--- src/rtl/n64_pkg.sv ---
// Shared N64 controller definitions: poller FSM states, poll command,
// status-word bit positions used by the arbiter, and protocol timings.
package n64_pkg;

  typedef enum logic [2:0] {
    ST_IDLE,
    ST_TX_BIT,
    ST_TX_STOP,
    ST_RX_WAIT,
    ST_RX_BIT,
    ST_RX_STOP,
    ST_DONE,
    ST_FAIL
  } n64_state_t;

  localparam logic [7:0] POLL_CMD = 8'h01;

  localparam int BIT_A     = 29;
  localparam int BIT_B     = 28;
  localparam int BIT_Z     = 27;
  localparam int BIT_START = 26;
  localparam int BIT_DU    = 25;
  localparam int BIT_DD    = 24;
  localparam int BIT_DL    = 23;
  localparam int BIT_DR    = 22;
  localparam int BIT_L     = 21;
  localparam int BIT_R     = 20;
  localparam int BIT_CU    = 19;
  localparam int BIT_CD    = 18;
  localparam int BIT_CL    = 17;
  localparam int BIT_CR    = 16;
  localparam int JOYX_MSB  = 15;
  localparam int JOYX_LSB  = 8;
  localparam int JOYY_MSB  = 7;
  localparam int JOYY_LSB  = 0;

  localparam int T_1US = 1;
  localparam int T_2US = 2;
  localparam int T_3US = 3;
  localparam int T_4US = 4;
  localparam int T_6US = 6;

  // Raw bits 23:22 (reset/reserved) are not part of the status word.
  function automatic logic [29:0] raw_to_status(input logic [31:0] raw);
    return {raw[31:24], raw[21:0]};
  endfunction

endpackage

--- src/rtl/n64_poller_if.sv ---
// Poller-facing bus: pad signals, status word to the arbiter, and FSM debug state.
// status_valid is a one-cycle strobe with no back-pressure; status is stable while it is high and holds afterwards.
interface n64_poller_if;
  import n64_pkg::*;

  logic        data_in;
  logic        data_oe;
  logic [29:0] status;
  logic        status_valid;
  logic        present;
  n64_state_t  state;

  modport master (input data_in, output data_oe, status, status_valid, present, state);
  modport slave  (output data_in, input data_oe, status, status_valid, present, state);

endinterface

--- src/rtl/n64_line_sync.sv ---
// Two-flop synchronizer for the asynchronous data pad plus a falling-edge strobe.
module n64_line_sync (
  input  logic clk,
  input  logic rst_n,
  input  logic data_in,
  output logic line,
  output logic fall
);

  logic meta;
  logic sync;
  logic prev;

  // Reset to the idle-high level so release never looks like an edge.
  always_ff @(posedge clk or negedge rst_n) begin
    if (!rst_n) begin
      meta <= 1'b1;
      sync <= 1'b1;
      prev <= 1'b1;
    end else begin
      meta <= data_in;
      sync <= meta;
      prev <= sync;
    end
  end

  assign line = sync;
  assign fall = prev & ~sync;

endmodule

--- src/rtl/n64_poller.sv ---
// N64 controller poller: periodically sends the 0x01 poll command on the open-drain
// line, receives the 32-bit reply and publishes it as the 30-bit status word.
module n64_poller
  import n64_pkg::*;
#(
  parameter int CLK_PER_US  = 27,
  parameter int POLL_CYCLES = 405000,
  parameter int RX_TIMEOUT  = 200
) (
  input  logic          clk,
  input  logic          rst_n,
  n64_poller_if.master  bus
);

  localparam int BW        = $clog2(T_6US * CLK_PER_US + 1);
  localparam int RX_TO_CYC = RX_TIMEOUT * CLK_PER_US;
  localparam int LONG_MAX  = (POLL_CYCLES > RX_TO_CYC) ? POLL_CYCLES : RX_TO_CYC;
  localparam int LW        = $clog2(LONG_MAX + 1);

  localparam logic [BW-1:0] US1_LAST  = BW'(T_1US * CLK_PER_US - 1);
  localparam logic [BW-1:0] US3_LAST  = BW'(T_3US * CLK_PER_US - 1);
  localparam logic [BW-1:0] CELL_LAST = BW'(T_4US * CLK_PER_US - 1);
  localparam logic [BW-1:0] US2       = BW'(T_2US * CLK_PER_US);
  localparam logic [BW-1:0] US4       = BW'(T_4US * CLK_PER_US);
  localparam logic [BW-1:0] US6       = BW'(T_6US * CLK_PER_US);
  localparam logic [LW-1:0] POLL_LAST  = LW'(POLL_CYCLES - 1);
  localparam logic [LW-1:0] RX_TO_LAST = LW'(RX_TO_CYC - 1);

  n64_state_t  state;
  logic [BW-1:0] bit_tmr;
  logic [LW-1:0] long_tmr;
  logic [2:0]  tx_idx;
  logic [4:0]  rx_idx;
  logic        sampled;
  logic [31:0] raw;
  logic        data_oe;
  logic [29:0] status;
  logic        status_valid;
  logic        present;
  logic        line;
  logic        fall;
  logic [BW-1:0] tx_low_last;

  n64_line_sync u_sync (
    .clk     (clk),
    .rst_n   (rst_n),
    .data_in (bus.data_in),
    .line    (line),
    .fall    (fall)
  );

  assign tx_low_last = POLL_CMD[tx_idx] ? US1_LAST : US3_LAST;

  always_ff @(posedge clk or negedge rst_n) begin
    if (!rst_n) begin
      state        <= ST_IDLE;
      bit_tmr      <= '0;
      long_tmr     <= '0;
      tx_idx       <= '0;
      rx_idx       <= '0;
      sampled      <= 1'b0;
      raw          <= '0;
      data_oe      <= 1'b0;
      status       <= '0;
      status_valid <= 1'b0;
      present      <= 1'b0;
    end else begin
      case (state)
        ST_IDLE: begin
          if (long_tmr == POLL_LAST) begin
            state    <= ST_TX_BIT;
            long_tmr <= '0;
            bit_tmr  <= '0;
            tx_idx   <= 3'd7;
            data_oe  <= 1'b1;
          end else begin
            long_tmr <= long_tmr + 1'b1;
          end
        end
        ST_TX_BIT: begin
          if (bit_tmr == CELL_LAST) begin
            bit_tmr <= '0;
            data_oe <= 1'b1;
            if (tx_idx == 3'd0) state <= ST_TX_STOP;
            else tx_idx <= tx_idx - 1'b1;
          end else begin
            if (bit_tmr == tx_low_last) data_oe <= 1'b0;
            bit_tmr <= bit_tmr + 1'b1;
          end
        end
        ST_TX_STOP: begin
          // The stop bit's high phase overlaps the reply wait.
          if (bit_tmr == US1_LAST) begin
            data_oe  <= 1'b0;
            state    <= ST_RX_WAIT;
            long_tmr <= '0;
          end else begin
            bit_tmr <= bit_tmr + 1'b1;
          end
        end
        ST_RX_WAIT: begin
          if (fall) begin
            state   <= ST_RX_BIT;
            rx_idx  <= 5'd31;
            bit_tmr <= BW'(1);
            sampled <= 1'b0;
          end else if (long_tmr == RX_TO_LAST) begin
            state   <= ST_FAIL;
            status  <= '0;
            present <= 1'b0;
          end else begin
            long_tmr <= long_tmr + 1'b1;
          end
        end
        ST_RX_BIT: begin
          // Edges before the sample point are noise and never restart the cell.
          if (sampled && fall) begin
            rx_idx  <= rx_idx - 1'b1;
            bit_tmr <= BW'(1);
            sampled <= 1'b0;
          end else if (bit_tmr == US6) begin
            state   <= ST_FAIL;
            status  <= '0;
            present <= 1'b0;
          end else begin
            bit_tmr <= bit_tmr + 1'b1;
            if (!sampled && bit_tmr == US2) begin
              raw     <= {raw[30:0], line};
              sampled <= 1'b1;
              if (rx_idx == 5'd0) begin
                state   <= ST_RX_STOP;
                bit_tmr <= '0;
              end
            end
          end
        end
        ST_RX_STOP: begin
          if (line) begin
            state        <= ST_DONE;
            status       <= raw_to_status(raw);
            status_valid <= 1'b1;
            present      <= 1'b1;
          end else if (bit_tmr == US4) begin
            state   <= ST_FAIL;
            status  <= '0;
            present <= 1'b0;
          end else begin
            bit_tmr <= bit_tmr + 1'b1;
          end
        end
        ST_DONE: begin
          status_valid <= 1'b0;
          state        <= ST_IDLE;
          long_tmr     <= '0;
        end
        ST_FAIL: begin
          state    <= ST_IDLE;
          long_tmr <= '0;
        end
        default: state <= ST_IDLE;
      endcase
    end
  end

  assign bus.data_oe      = data_oe;
  assign bus.status       = status;
  assign bus.status_valid = status_valid;
  assign bus.present      = present;
  assign bus.state        = state;

endmodule

--- src/flat_wrapper.sv ---
// flat-port wrapper written by rule: the top's interface ports become plain ports
module n64_poller_flat import n64_pkg::*;
#(
  parameter int CLK_PER_US  = 27,
  parameter int POLL_CYCLES = 405000,
  parameter int RX_TIMEOUT  = 200
)
  (clk, rst_n, bus_data_in, bus_data_oe, bus_status, bus_status_valid, bus_present, bus_state);
  n64_poller_if bus_i ();
  input  logic clk;
  input  logic rst_n;
  input wire logic [$bits(bus_i.data_in)-1:0] bus_data_in;
  output wire logic [$bits(bus_i.data_oe)-1:0] bus_data_oe;
  output wire logic [$bits(bus_i.status)-1:0] bus_status;
  output wire logic [$bits(bus_i.status_valid)-1:0] bus_status_valid;
  output wire logic [$bits(bus_i.present)-1:0] bus_present;
  output wire logic [$bits(bus_i.state)-1:0] bus_state;
  assign bus_i.data_in = bus_data_in;
  assign bus_data_oe = bus_i.data_oe;
  assign bus_status = bus_i.status;
  assign bus_status_valid = bus_i.status_valid;
  assign bus_present = bus_i.present;
  assign bus_state = bus_i.state;
  n64_poller #(.CLK_PER_US(CLK_PER_US), .POLL_CYCLES(POLL_CYCLES), .RX_TIMEOUT(RX_TIMEOUT)) u_core (.clk(clk), .rst_n(rst_n), .bus(bus_i));
endmodule
--- config.mk ---
export PLATFORM = sky130hd
export DESIGN_NAME = n64_poller_flat
export DESIGN_NICKNAME = d
export VERILOG_FILES = /design/src/rtl/n64_pkg.sv /design/src/rtl/n64_poller_if.sv /design/src/rtl/n64_line_sync.sv /design/src/rtl/n64_poller.sv /design/src/flat_wrapper.sv
export SDC_FILE = /design/constraint.sdc
export NUM_CORES = 1
export LEC_CHECK = 0
export BUFFER_PORTS_ARGS = -buffer_cell sky130_fd_sc_hd__buf_2
export CORE_MARGIN = 4
export CORE_UTILIZATION = 55
export DETAILED_ROUTE_END_ITERATION = 10
export PLACE_DENSITY_LB_ADDON = 0.08
export SLEW_MARGIN = 25
export SYNTH_ARGS = -nofsm -noshare
export SYNTH_HDL_FRONTEND = slang
export SYNTH_SLANG_ARGS = --single-unit
--- constraint.sdc ---
create_clock -name clk -period 6.2 [get_ports clk]
set_input_delay 0.62 -clock clk [delete_from_list [all_inputs] [get_ports clk]]
set_output_delay 0.62 -clock clk [all_outputs]
set_load 0.01 [all_outputs]
# After elaboration in Yosys (flattened, before gate mapping)
# Memory sizes are Yosys's and may differ from the RTL's.
# Index checks and enable logic that the tools add are counted.
[word_totals] word_cells=150 latch_bits=0 in_bits=3 reg_bits=107 output_inout_bits=36 ramBits=0 n_memories=1 rom_bits=8
[classes] n_mul=0 addsub=4 n_eq_ne=38 n_mux=64 n_reduce_logical=24 n_lt_le_gt_ge=1 n_bitwise=4 shifts=0 div_mod_pow=0
[mem_list] name="(no name shown)" words=8 word_bits=1 rd=1 rd_ports_with_merged_regs=0 wr=0 line_no="n64_poller.sv:52" source="assign tx_low_last = POLL_CMD[tx_idx] ? US1_LAST : US3_LAST;"
[ops] op="two-way mux 30 bit" n=6
[ops] op="case mux 30 bit (3 select lines)" n=1
[ops] op="two-way mux 8 bit" n=10
[ops] op="two-way mux 19 bit" n=4
[ops] op="case mux 19 bit (4 select lines)" n=1
[ops] op="case mux 8 bit (6 select lines)" n=1
[ops] op="two-way mux 3 bit" n=15
[ops] op="case mux 3 bit (7 select lines)" n=1
[ops] op="AND reduction 4 bit" n=5
[ops] op="adder 19 x 1 -> 19 bit (second input constant)" n=1
[ops] op="equality test 19 x 13 -> 1 bit (second input constant)" n=1
[ops] op="equality test 19 bit (second input constant)" n=1
[ops] op="equality test 8 x 7 -> 1 bit (second input constant)" n=2
[ops] op="two-way mux 1 bit" n=16
[ops] op="!= test 2 x 1 -> 1 bit (second input constant)" n=8
[ops] op="!= test 2 bit (second input constant)" n=8
[ops] op="!= test 3 x 1 -> 1 bit (second input constant)" n=5
[ops] op="equality test 3 bit (second input constant)" n=4
[ops] op="two-way mux 5 bit" n=2
[ops] op="case mux 5 bit (2 select lines)" n=1
[ops] op="AND reduction 9 bit" n=1
[ops] op="adder 8 x 1 -> 8 bit (second input constant)" n=1
[ops] op="equality test 8 x 5 -> 1 bit (second input constant)" n=1
[ops] op="equality test 8 x 6 -> 1 bit (second input constant)" n=1
[ops] op="other kinds (27)" n=38

# Depth between registers and ports, before layout
[depth] ltp_word=7 ltp_mapped=8 mapped_depth_nobuf=7

# By module
# From an unflattened synthesis, not the netlist that was laid out.
[hier_totals] hier_cells=449 hier_area_um2=5016.1
[modules_own_cells] module="n64_poller" instances=1 cells_per_inst=445 area_per_inst_um2=4923.5
[modules_own_cells] module="n64_line_sync" instances=1 cells_per_inst=4 area_per_inst_um2=92.6

# Least setup slack after synthesis
# OpenSTA, ideal clock, no wires.
[synth_timing] kind="register to register" startpoint="reg u_core.bit_tmr[2]" endpoint="reg u_core.long_tmr[17]" path_stages_with_launch=7 path_buffers=1 arrival_time_ps=2069 required_ps=6121 slack_ps=4051 cell_sequence="dfrtp_1 > buf_6 > or4b_4 > o21bai_4 > o2111ai_4 > a2111oi_2 > mux2i_1"
[synth_between] elab_chain_len=3
[synth_lines] item="start: declaration" line_no="n64_poller.sv:30" source="logic [BW-1:0] bit_tmr;"
[synth_lines] item="start signal: assignment" line_no="n64_poller.sv:88" source="bit_tmr <= bit_tmr + 1'b1;"
[synth_lines] item="start signal: assignment" line_no="n64_poller.sv:98" source="bit_tmr <= bit_tmr + 1'b1;"
[synth_lines] item="start signal: assignment" line_no="n64_poller.sv:126" source="bit_tmr <= bit_tmr + 1'b1;"
[synth_lines] item="equality test 8 x 5 -> 1 bit" line_no="n64_poller.sv:93" source="if (bit_tmr == US1_LAST) begin"
[synth_lines] item="!= test 2 x 1 -> 1 bit (no source line)"
[synth_lines] item="AND reduction 4 bit (no source line)"
[synth_lines] item="end signal: assignment" line_no="n64_poller.sv:77" source="long_tmr <= long_tmr + 1'b1;"
[synth_lines] item="end signal: assignment" line_no="n64_poller.sv:112" source="long_tmr <= long_tmr + 1'b1;"
[synth_lines] item="end: declaration" line_no="n64_poller.sv:31" source="logic [LW-1:0] long_tmr;"
# No other way between the ends.
# A chain may end at the register's enable or synchronous reset.

# Worst setup path in the final report
[layout_timing] startpoint="reg u_core.state[1], in the netlist u_core.bus.state[1]" endpoint="reg u_core.bit_tmr[2]"
[layout_between] elab_chain_len=3
[layout_lines] item="start: declaration" line_no="n64_poller.sv:29" source="n64_state_t state;"
[layout_lines] item="start signal: assignment" line_no="n64_poller.sv:56" source="state <= ST_IDLE;"
[layout_lines] item="start signal: assignment" line_no="n64_poller.sv:71" source="state <= ST_TX_BIT;"
[layout_lines] item="start signal: assignment" line_no="n64_poller.sv:84" source="if (tx_idx == 3'd0) state <= ST_TX_STOP;"
[layout_lines] item="equality test 3 x 1 -> 1 bit, or another cell as far along" line_no="n64_poller.sv:68" source="case (state)"
[layout_lines] item="nonzero test 6 bit (no source line), or another cell as far along"
[layout_lines] item="AND reduction 7 bit (no source line)"
# Parallel ways exist; a longest one is shown, timed or not.

==> reports/results.ini <==
[floorplanning]
die_w_microns = 106.9
row_count = 35
die_h_microns = 106.9
io_pins = 39
die-area_sq_mm = 0.01142
core_sq_mm = 0.009371
initial_core_util = 0.5737

[setup_path]
crit_path_end_kind = register
critPathMaxFanout = 30
crit_chain = or3b_2, a21oi_1, a22o_1, nor4b_4, a22o_1
critical_path.slowest_cell = dfrtp_1
critPathRequiredTime_ps = 6460
critPathKind = register to register
cp.arrival_ps = 2950
worstSetupStartpointType = register
cpPeakStageDelay_ps = 740
crit_top_cell = a22o_1

[yosys]
ys_types = 68
synthCells = 476
netlist.area_leader.share = 0.4841
synth_seq_cells = 107
synth_top_area_cell = dfrtp_1
synth_edf_count = 0
avgSynthCellArea_sq_um = 11.29
synth_warnings = 0
synth_async_sr_flop_share = 1.000
syn-cell-area_sq_mm = 0.005376
ys_seq_area_frac = 0.4987
yosys-top-cells-area = dfrtp_1 (48%), mux2_2 (6.9%), a22o_1 (6.0%)
synth_ff_type = dfrtp_1
synth.net_count = 487

[clocking]
ctsRootBufferMaster = clkbuf_8
ctsHoldBuffers = 0
cts_resized = 0
clkLatencyLatePin_ps = 380
cts_tree = yes
path_clk_slew_ps = 120
cts_setup_buffers = 0
h-tree-depth = 3
ctsLongestPathBuffers = 2
cts_buffers = 9
clock-sinks = 107

[sta]
skew_ps = 21.49
setup_viol = 0
fin_crit_ps = 2691
setup_tns_ps = 0
fin_hold_ws_ps = 179.9
hold_viol = 0
maxSlewHeadroom = 0.3748
worstMarginPinSlew_ps = 937.8
finalCritPeriodShare = 0.4340
fmax_mhz = 371.6
rsz0062_at_grt = false
drv_slew = 0

[grt]
grt_pass1_wl_microns = 19340
grt_antenna_before_repair = 0
grt.overflow.total = 0
grt_max_degree = 75
grt_pass1_vias = 3840
track_usage = 0.2101

[finish]
diodes = 0
final_cells = 635
seq_area_sq_mm = 0.002681
nets = 512
final_common_cell = dfrtp_1
areaGrowthSynthToFinish_pct = 9.006
fillers = 797
mostFrequentLayoutCells = dfrtp_1 (104), a22o_1 (37), buf_2 (37)
multi_input_area_sq_mm = 0.002549
drive_above_1_share = 0.2411

[status]
status = finished clean

[power]
total_power_mw = 1.135
p_leak_nw = 2.703
peakVddDrop_uv = 196.5
power_density_mw_per_mm2 = 193.7

[drt]
drtPass1Iterations = 5
drt-initial-drc-count = 254
vias = 3934
routed_via_density = 6.195
final_antenna_net_count = 0
wl_per_cell_microns = 17.71
drcViolationCount = 0
wirelength_microns = 11250

[hold_path]
hold_class = primary input to asynchronous set/reset pin

[placement]
dp_hpwl_microns = 7610
place_congestion = 0.8599
placed_cells = 619
portBuffers = 38

[run]
maxCapViolCount = 0

==> Yosys cell counts, types with 8 or more instances <==
cell type,instances
nand3b_1,15
mux2i_1,16
nand3_1,31
ha_1,8
nor2_1,18
a21oi_1,18
inv_1,14
nand2_1,25
mux2_2,33
dfrtp_1,104
a22o_1,37
o21ai_0,9
clkbuf_1,21
==> flip-flops by register name, indices dropped and copies added (netlist names) <==
name                     flops
u_core.rx_idx                5
u_core.bus.status_valid      1
u_core.bit_tmr               8
u_core.sampled               1
u_core.raw                  32
u_core.u_sync.line           1
u_core.long_tmr             19
u_core.bus.state             3
u_core.bus.data_oe           1
u_core.bus.status           30
u_core.tx_idx                3
u_core.bus.present           1
u_core.u_sync.meta           1
u_core.u_sync.prev           1
==> cell type report <==
cell class / count / share of cell area
sequential: 107 / 0.4575
clock inverter: 7 / 0.01196
clock buffer: 9 / 0.02114
multi-input combinational: 327 / 0.4349
timing repair buffer: 42 / 0.03800
tap: 129 / 0.02754
inverter: 14 / 0.008967
==> path summary, 6_finish.rpt <==
check | startpoint | cells past startpoint | end | slack, ps
setup / recovery | u_core.bus.state[1]$_DFFE_PN0P_ | 5 | u_core.bit_tmr[2]$_DFFE_PN0P_ | 3510
hold / removal | rst_n | 1 | u_core.bus.state[0]$_DFFE_PN0P_ | 180
setup reg to reg | u_core.bus.state[1]$_DFFE_PN0P_ | 5 | u_core.bit_tmr[2]$_DFFE_PN0P_ | 3510
hold reg to reg | u_core.u_sync.meta$_DFF_PN1_ | 0 | u_core.u_sync.line$_DFF_PN1_ | 370
max in group asynchronous | rst_n | 2 | u_core.raw[25]$_DFFE_PN0P_ | 4790
min in group clk | bus_data_in | 1 | u_core.u_sync.meta$_DFF_PN1_ | 320
==> where the power goes <==
group	switching, mW	internal (mW)	total [mW]
clock	0.261	0.157	0.419
sequential	0.00104	0.699	0.700
combinational	0.0144	0.00171	0.0161
==> layer usage <==
layer	global-route usage	vias up	part of all wire
li1	-	1867	-
met1	0.3017	1959	0.47
met2	0.3206	93	0.46
met3	0.04937	15	0.049
met4	0.05936	0	0.017
met5	0	-	0
==> worst max-delay path, delay by kind of cell, from the launching register on <==
family / cells / cell delay [ps]
compound gates: 3 / 1030
simple gates: 2 / 790
flops: 1 / 740
==> kinds of logic (layout without fill, tap and decap cells) <==
group,count (synthesis),count (layout),share of synthesized area
XOR/XNOR,3,3,0.004888
flip-flops,107,107,0.4987
multiplexers,49,49,0.09891
buffers and inverters,42,72,0.03258
AND/OR/NAND/NOR,148,148,0.1634
adder cells (fa/ha/maj),8,8,0.01862
AO/OA/AOI/OAI,119,119,0.1829
==> stage by stage <==
step | util | setup WS [ps] | instance area [sq um]
after floorplan | - | 4051 | 5376
after global placement | 0.6027 | 3455 | 5648
after detailed placement | 0.6035 | 3437 | 5655
after CTS | 0.6242 | 3400 | 5849
after global routing | 0.6254 | 3364 | 5861
final | 0.6254 | 3509 | 5861
Power figures use the tool's default switching activity.
